===== src/rtl/lfsr_ram_check_seq.sv =====
`default_nettype none
// ============================================================================
// Module   : lfsr_ram_check_seq
// Purpose  : Fills a RAM with LFSR words, then replays every word through a
//            bit-flow checker and counts the words it flags as erroneous.
//            Define LFSR_RAM_SEQ_TIMEOUT_EN to abort a run when the checker
//            does not answer within 16 cycles.
// Revision : 1.0 - initial release
// ============================================================================
module lfsr_ram_check_seq #(
    parameter int ADDR_W = 4
) (
    input  logic              i_clk,
    input  logic              i_rstn,
    input  logic              i_start,
    output logic              o_lfsr_en,
    input  logic [2:0]        i_lfsr_data,
    output logic              o_ram_we,
    output logic [ADDR_W-1:0] o_ram_addr,
    output logic [2:0]        o_ram_wdata,
    input  logic [2:0]        i_ram_rdata,
    output logic [2:0]        o_chk_data,
    output logic              o_chk_flag,
    input  logic              i_chk_err,
    input  logic              i_chk_done,
    output logic              o_busy,
    output logic              o_done,
    output logic [ADDR_W:0]   o_err_cnt,
    output logic              o_timeout
);

    localparam int DEPTH = 2 ** ADDR_W;

    localparam logic [ADDR_W-1:0] c_last_addr = ADDR_W'(DEPTH - 1);
    localparam logic [ADDR_W-1:0] c_addr_one  = ADDR_W'(1);
    localparam logic [ADDR_W:0]   c_err_one   = (ADDR_W + 1)'(1);

    localparam logic [2:0] c_st_idle      = 3'd0;
    localparam logic [2:0] c_st_fill      = 3'd1;
    localparam logic [2:0] c_st_rd_addr   = 3'd2;
    localparam logic [2:0] c_st_rd_wait   = 3'd3;
    localparam logic [2:0] c_st_check     = 3'd4;
    localparam logic [2:0] c_st_wait_done = 3'd5;
    localparam logic [2:0] c_st_gap       = 3'd6;
    localparam logic [2:0] c_st_finish    = 3'd7;

    logic [2:0]        r_state;
    logic [ADDR_W-1:0] r_addr;
    logic [2:0]        r_chk_data;
    logic [ADDR_W:0]   r_err_cnt;
    logic              w_timeout_hit;

    // The address stays fixed from RD_ADDR through GAP, so one counter serves
    // both the RAM read port and the end-of-run test.
    always_ff @(posedge i_clk) begin
        if (!i_rstn) begin
            r_state    <= c_st_idle;
            r_addr     <= '0;
            r_chk_data <= '0;
            r_err_cnt  <= '0;
        end else begin
            case (r_state)
                c_st_idle: begin
                    if (i_start) begin
                        r_state   <= c_st_fill;
                        r_addr    <= '0;
                        r_err_cnt <= '0;
                    end
                end
                c_st_fill: begin
                    r_addr <= r_addr + c_addr_one;
                    if (r_addr == c_last_addr) begin
                        r_state <= c_st_rd_addr;
                    end
                end
                c_st_rd_addr: begin
                    r_state <= c_st_rd_wait;
                end
                c_st_rd_wait: begin
                    r_chk_data <= i_ram_rdata;
                    r_state    <= c_st_check;
                end
                c_st_check: begin
                    r_state <= c_st_wait_done;
                end
                c_st_wait_done: begin
                    if (i_chk_done) begin
                        if (i_chk_err) begin
                            r_err_cnt <= r_err_cnt + c_err_one;
                        end
                        r_state <= c_st_gap;
                    end else if (w_timeout_hit) begin
                        r_state <= c_st_finish;
                    end
                end
                c_st_gap: begin
                    if (r_addr == c_last_addr) begin
                        r_state <= c_st_finish;
                    end else begin
                        r_addr  <= r_addr + c_addr_one;
                        r_state <= c_st_rd_addr;
                    end
                end
                c_st_finish: begin
                    r_state <= c_st_idle;
                end
                default: begin
                    r_state <= c_st_idle;
                end
            endcase
        end
    end

`ifdef LFSR_RAM_SEQ_TIMEOUT_EN
    logic [3:0] r_to_cnt;
    logic       r_timeout;

    // Counter value equals the number of whole cycles already spent in
    // WAIT_DONE, so the 16th silent cycle is the one that sees 4'hF.
    assign w_timeout_hit = (r_state == c_st_wait_done) && !i_chk_done && (r_to_cnt == 4'hF);

    always_ff @(posedge i_clk) begin
        if (!i_rstn) begin
            r_to_cnt  <= '0;
            r_timeout <= 1'b0;
        end else begin
            if ((r_state == c_st_idle) && i_start) begin
                r_timeout <= 1'b0;
            end else if (w_timeout_hit) begin
                r_timeout <= 1'b1;
            end

            if (r_state != c_st_wait_done) begin
                r_to_cnt <= '0;
            end else if (!i_chk_done) begin
                r_to_cnt <= r_to_cnt + 4'd1;
            end
        end
    end

    assign o_timeout = r_timeout;
`else
    assign w_timeout_hit = 1'b0;
    assign o_timeout     = 1'b0;
`endif

    assign o_ram_we    = (r_state == c_st_fill);
    assign o_lfsr_en   = (r_state == c_st_fill);
    assign o_ram_wdata = i_lfsr_data;
    assign o_ram_addr  = r_addr;
    assign o_chk_data  = r_chk_data;
    assign o_chk_flag  = (r_state == c_st_check);
    assign o_busy      = (r_state != c_st_idle);
    assign o_done      = (r_state == c_st_finish);
    assign o_err_cnt   = r_err_cnt;

endmodule
`default_nettype wire


===== config.mk =====
export PLATFORM = sky130hd
export DESIGN_NAME = lfsr_ram_check_seq
export DESIGN_NICKNAME = d
export VERILOG_FILES = /design/src/rtl/lfsr_ram_check_seq.sv
export SDC_FILE = /design/constraint.sdc
export NUM_CORES = 1
export LEC_CHECK = 0
export CAP_MARGIN = 20
export CORE_ASPECT_RATIO = 0.9
export CORE_MARGIN = 1.5
export CORE_UTILIZATION = 42
export DETAILED_ROUTE_END_ITERATION = 16
export PLACE_DENSITY = 0.87
export SLEW_MARGIN = 15
export SYNTH_ARGS = -nofsm -noshare
export SYNTH_HDL_FRONTEND = slang
export SYNTH_SLANG_ARGS = --single-unit
export TNS_END_PERCENT = 50

===== constraint.sdc =====
create_clock -name i_clk -period 1.6 [get_ports i_clk]
set_input_delay 0.32 -clock i_clk [delete_from_list [all_inputs] [get_ports i_clk]]
set_output_delay 0.32 -clock i_clk [all_outputs]
set_load 0.02 [all_outputs]

==> impl_metrics.csv, run 1 <==
group,metric,value,unit
floorplan,die_area,2220,sq um
setup_path,cp-start-kind,"flop",
timing,period_minus_slack,1.54,ns
timing,clock.fmax,649,MHz
pwr,irDropWorstVdd,0.470,mV
floorplan,start_util,0.467,
worst_hold_path,holdPathStages,2,
timing,drv_slew,0,
grt,grt_usage,0.181,
setup_path,rrSetupSlack,0.06,ns
clocking,clockBufferDepth,2,
grt,grt_max_degree,11,
synth,synth_cell_types,33,
grt,grt_pass1_wl,3060,um
pwr,p_per_area,624,nW/um^2
route,ant_nets,0,
final_layout,final_cells,154,
synth,synth_nets,115,
clocking,ctsRootBufferMaster,"clkbuf_4",
synth,synth-edff-count,0,
timing,fin_worst_skew,0.00149,ns
setup_path,setup.worst_path.end_class,"output port",
synth,synth_warnings,0,
run_status,status,"finished clean",
clocking,cts_tree,"built",
grt,grt_pass1_vias,749,
grt,grt.overflow.total,0,
final_layout,drive_above_1_share,0.200,
setup_path,worstPathMaxFanout,5,
floorplan,rows,14,
place,dp.final_hpwl,1430,um
floorplan,fp.dieW,49.5,um
setup_path,reg2reg_from,"r_state[1]",
final_layout,post-route-util,0.641,
timing,grt_setup_unrepaired,"no",
pwr,p_leak,0.530,nW
floorplan,die_h,44.9,um
worst_hold_path,min_to,"o_chk_data[2]",
setup_path,path_class,"flop to output port",
final_layout,n_fill_cell,158,
synth,syn_inst,102,
synth,synth_top_area_cell,"dfxtp_1",
route,drtIter0Drc,4,
synth,syn-cell-area,818,sq um
synth,yosysTopAreaCellShare,0.367,
setup_path,rr_endpoint,"o_ram_addr[3]",
synth,async_flop_share,0,
route,finalWirelength,1950,um
synth,synth-seq-area-share,0.367,
setup_path,worst_ep_arrival_time,1.22,ns
worst_hold_path,min_path_type,"flop to flop",
synth,synth_area_per_cell,8.02,sq um
place,place.port_buffers,24,
clocking,cts.sinks,15,
route,drt_pass1_iterations,4,
setup_path,worstPathRequired,1.28,ns
clocking,postCtsHoldBufs,0,
synth,synthFlopType,"dfxtp_1",
clocking,clk_pin_slew,0.09,ns
synth,ys_seq_elements,15,
final_layout,regArea,307,sq um
timing,period_share,0.964,
clocking,cts-htree-levels,1,
place,globalplace.congestion,0.794,
floorplan,io_pins,32,
route,drc,0,
final_layout,fin_nets,144,
synth,synth_area_leaders,"dfxtp_1 37%, nand3_1 6.1%, o21ai_0 5.5%",
timing,finalHoldViolCount,0,
route,routedWlPerCell,12.7,um
timing,setup_violations,0,
final_layout,syn_to_final_growth,37.2,%
final_layout,diodes,0,
route,num_vias,835,
setup_path,rr_worst_depth,5,
setup_path,worstSetupStartpoint,"r_state[1]",
pwr,power,0.701,mW
floorplan,core_area,1750,sq um
route,viasPerCell,5.42,
clocking,clk_latency,0.28,ns
worst_hold_path,hold_start,"o_chk_data[2]",
final_layout,multi_input_area,464,sq um
final_layout,fin_area,1120,sq um
place,dp.cells,149,
grt,antenna_found_initial,0,
clocking,cts_buffers,3,
place,dpl_cell_area,1090,sq um
flow_run,cap_violations,0,
==> routing by layer <==
metal  vias to the layer above  track usage  share of wire
met2                        15        0.325           0.50
li1                        421            -              -
met3                         0       0.0662          0.035
met4                         0       0.0778              0
met1                       399        0.195           0.47
met5                         -            0              0
==> power breakdown <==
part / internal (mW) / total, mW / leakage [nW] / switching (mW)
clock: 0.0969 / 0.219 / 0.0150 / 0.122
sequential: 0.377 / 0.383 / 0.123 / 0.00657
combinational: 0.0505 / 0.0986 / 0.393 / 0.0481
total: 0.524 / 0.701 / 0.530 / 0.177
==> Yosys cell counts, types with 3 or more instances <==
| library cell | number |
|---|---|
| nor3b_1 | 3 |
| dfxtp_1 | 15 |
| nand2_1 | 9 |
| a21oi_1 | 6 |
| and3_1 | 3 |
| buf_4 | 5 |
| nand3_1 | 10 |
| nor2_1 | 8 |
| o21ai_0 | 9 |
| a21o_1 | 4 |
==> through the flow <==
stage / TNS [ns] / hold slack [ns] / worst slack (ns)
3_3_place_gp: -0.986 / 0.460 / -0.169
6_report: 0 / 0.484 / 0.0581
3_5_place_dp: -1.12 / 0.470 / -0.176
4_1_cts: -0.0405 / 0.485 / -0.0405
2_1_floorplan: 0 / 0.456 / 0.160
5_1_grt: 0 / 0.520 / 0.00408
==> cell families (layout without fill, tap and decap cells) <==
family	after synthesis	in the layout	share of synthesized area
other cells	1	1	0.00458
simple gates	45	45	0.294
buf+inv	11	39	0.0856
fa+ha+maj	2	2	0.0306
flops	15	15	0.367
compound gates	28	28	0.219
==> cell type report <==
class	instances	share of cell area
tap	24	0.0268
inverter	1	0.00334
timing repair buffer	34	0.260
multi-input combinational	76	0.414
sequential	15	0.273
clock buffer	4	0.0234
==> flip-flops by register name, indices dropped and copies added (netlist names) <==
name	cells
o_err_cnt	5
o_chk_data	3
o_ram_addr	4
r_state	3
==> placed cells by master, fill, tap and decap left out, types with 2 or more instances in the layout <==
cell	Yosys	final
ha_1	2	2
buf_4	5	10
dlygate4sd2_1	0	9
clkdlybuf4s15_2	0	2
and3_1	3	3
clkdlybuf4s50_1	0	10
clkbuf_4	0	3
nor2_1	8	8
buf_2	2	2
nor2b_1	2	2
o21ai_0	9	9
nand4_1	2	2
dfxtp_1	15	12
a21oi_1	6	6
nand3_1	10	10
dfxtp_2	0	2
o31ai_1	2	2
nand2_1	9	9
o22ai_1	2	2
a21o_1	4	4
==> worst max-delay path by stage <==
stage                     slack [ns]            to  cells past startpoint
after detailed placement       -0.18  o_err_cnt[4]                      5
after floorplan                 0.16    o_chk_flag                      3
after CTS                      -0.04      o_ram_we                      2
after global routing           0.004        o_done                      3
final                           0.06        o_done                      3
after global placement         -0.17  o_err_cnt[4]                      5
==> repair_timing <==
item	CTS	global route
endpoints found under the setup margin	14	5
setup buffers	0	1
gates resized for setup	30	3
==> critical path, stage by stage (launching register included) <==
cell	delay [ns]
dfxtp_2	0.40
buf_4	0.13
and3_1	0.15
clkdlybuf4s15_2	0.26
Power figures use the tool's default switching activity.
==> run 2, diff against run 1 <==
- GPL_TIMING_DRIVEN: not set -> 0
- SKIP_LAST_GASP: not set -> 1
==> run 2 against run 1 <==
  * The flow now finishes with violations (negative setup slack)
  * Final cell count grew 3.2%
  * Combinational power increased by 15%
  * Sequential share of layout area down 1.4 points
  * Clock-buffer cell count unchanged
  * Flip-flop and latch count is the same
  * Utilization rose by 4.6 points
  * Design area rose by 7.1%
  * Clock power decreased by 4%
  * Total power rose by 0.38%
  * Global-route usage is 1.7 points higher
  * Sequential power hardly changed
  * Die area unchanged
  * Largest power group unchanged
==> impl_metrics.csv, run 2 (synthesis results as in run 1) <==
group,metric,value,unit
timing,clock.fmax,620,MHz
setup_path,worstSetupStartpoint,"o_err_cnt[4]",
route,drc,0,
final_layout,diodes,0,
setup_path,worstPathCellList,"clkdlybuf4s50_1",
pwr,swShare,0.248,
timing,setup_violations,4,
grt,use_met3,0.0629,
run_status,violations,"negative setup slack",
setup_path,worstPathMaxFanout,4,
route,routedWlPerCell,12.7,um
setup_path,critPathBufInv,1,
floorplan,start_util,0.467,
setup_path,path_class,"flop to output port",
timing,drv_slew,0,
clocking,cts_buffers,3,
grt,grt_pass1_vias,788,
final_layout,final_cell_mix,"15 x clkdlybuf4s50_1, 12 x dfxtp_1, 10 x nand3_1, 10 x buf_4",
setup_path,cp-start-kind,"flop",
timing,period_minus_slack,1.61,ns
setup_path,slowest_stage,"clkdlybuf4s50_1",
timing,fin_worst_skew,0.00411,ns
floorplan,die_area,2220,sq um
final_layout,regArea,312,sq um
clocking,cts-htree-levels,1,
place,globalplace.congestion,0.768,
clocking,clk_pin_slew,0.09,ns
clocking,ctsRootBufferMaster,"clkbuf_4",
flow_run,cap_violations,0,
route,drt_pass1_iterations,2,
route,viasPerCell,5.31,
final_layout,drive_above_1_share,0.200,
clocking,cts.sinks,15,
pwr,power,0.703,mW
setup_path,reg2reg_from,"r_state[2]",
grt,grt_max_degree,11,
grt,grt_use_met2,0.376,
place,place.port_buffers,26,
clocking,clockBufferDepth,2,
grt,grt_pass1_wl,3370,um
timing,grt_setup_unrepaired,"yes",
final_layout,fin_nets,149,
floorplan,rows,14,
pwr,p_per_area,585,nW/um^2
final_layout,syn_to_final_growth,46.9,%
grt,grtUsageMet1,0.230,
pwr,intPower,0.529,mW
setup_path,worstPathRequired,1.28,ns
floorplan,die_h,44.9,um
worst_hold_path,min_path_type,"primary input to flop",
floorplan,io_pins,32,
route,finalWirelength,2030,um
floorplan,core_area,1750,sq um
setup_path,cpPeakStageDelay,0.62,ns
timing,finalHoldViolCount,0,
final_layout,largest_register_ffs,5,
pwr,pwr-share-clk,0.300,
setup_path,setup.worst_path.end_class,"output port",
setup_path,cp_top_family,"buffers and inverters",
timing,fin_tns_setup,-0.0336,ns
setup_path,worst_ep_arrival_time,1.29,ns
pwr,p_seq_frac,0.540,
route,num_vias,845,
final_layout,final_common_cell,"clkdlybuf4s50_1",
grt,antenna_found_initial,0,
route,drtIter0Drc,7,
pwr,irDropWorstVdd,0.497,mV
place,dp.final_hpwl,1390,um
worst_hold_path,hold_start,"i_rstn",
final_layout,n_fill_cell,150,
timing,fin_ws,-0.0141,ns
clocking,clk_latency,0.28,ns
pwr,power_switching,0.175,mW
clocking,cts_tree,"built",
grt,grt_usage,0.198,
final_layout,multi_input_area,459,sq um
pwr,pwr-share-comb,0.160,
timing,period_share,1.01,
grt,grt.overflow.total,0,
grt,top_usage_layer,"met2",
setup_path,rrSetupSlack,0.07,ns
floorplan,fp.dieW,49.5,um
route,ant_nets,0,
pwr,p_leak,0.595,nW
place,post-place-ws,-0.214,ns
clocking,postCtsHoldBufs,0,
run_status,status,"finished with violations",
[run 2: cell types whose count changed in the layout (fill, tap and decap cells not counted), sizes merged]
cell | previous run | this run
dlymetal6s2s | 0 | 4
buf | 12 | 14
clkbuf | 5 | 6
dlygate4sd2 | 9 | 2
clkdlybuf4s50 | 10 | 15
[run 2: layout make-up]
type / instances / area share
Clock buffer: 4 / 0.0219
Timing Repair Buffer: 30 / 0.245
Sequential cell: 15 / 0.259
Buffer: 9 / 0.0645
Inverter: 1 / 0.00312
Tap cell: 24 / 0.0250
Multi-Input combinational cell: 76 / 0.382
[run 2: final timing paths]
check,cells after the start,to
setup reg to reg,5,o_err_cnt[3]
setup / recovery,1,o_err_cnt[4]
hold / removal,3,r_state[0]
hold reg to reg,2,o_chk_data[1]
[run 2: through the flow]
step / hold WS [ns] / utilization / std cells / cell area, sq um
floorplan: 0.456 / - / 102 / 823
global placement: 0.461 / 0.636 / 152 / 1110
detailed placement: 0.474 / 0.636 / 152 / 1110
CTS: 0.418 / 0.681 / 159 / 1190
global route: 0.427 / 0.686 / 159 / 1200
finish: 0.433 / 0.686 / 159 / 1200
[run 2: repair_timing]
action                                  4_1_cts  5_1_grt
resized for setup                            38        4
endpoints found under the setup margin       14        8
pin swaps                                     2        0
setup buffers                                 4        0
[run 2: per-layer routing]
metal	up-vias	share of wire
met4	0	0
li1	431	-
met2	15	0.52
met3	0	0.035
met5	-	0
met1	399	0.44
[run 2: power by group through the flow]
stage               Sequential, mW  Combinational [mW]  Clock [mW]
floorplan                    0.392              0.0615           0
global placement             0.391               0.109           0
detailed placement           0.391               0.110           0
CTS                          0.380               0.113       0.220
global route                 0.380               0.119       0.238
finish                       0.380               0.113       0.211
==> run 3, diff against run 2 <==
- ABC_AREA: not set -> 0
==> results of run 3 <==
The final DEF is identical to that of run 2; final timing and power are the same.
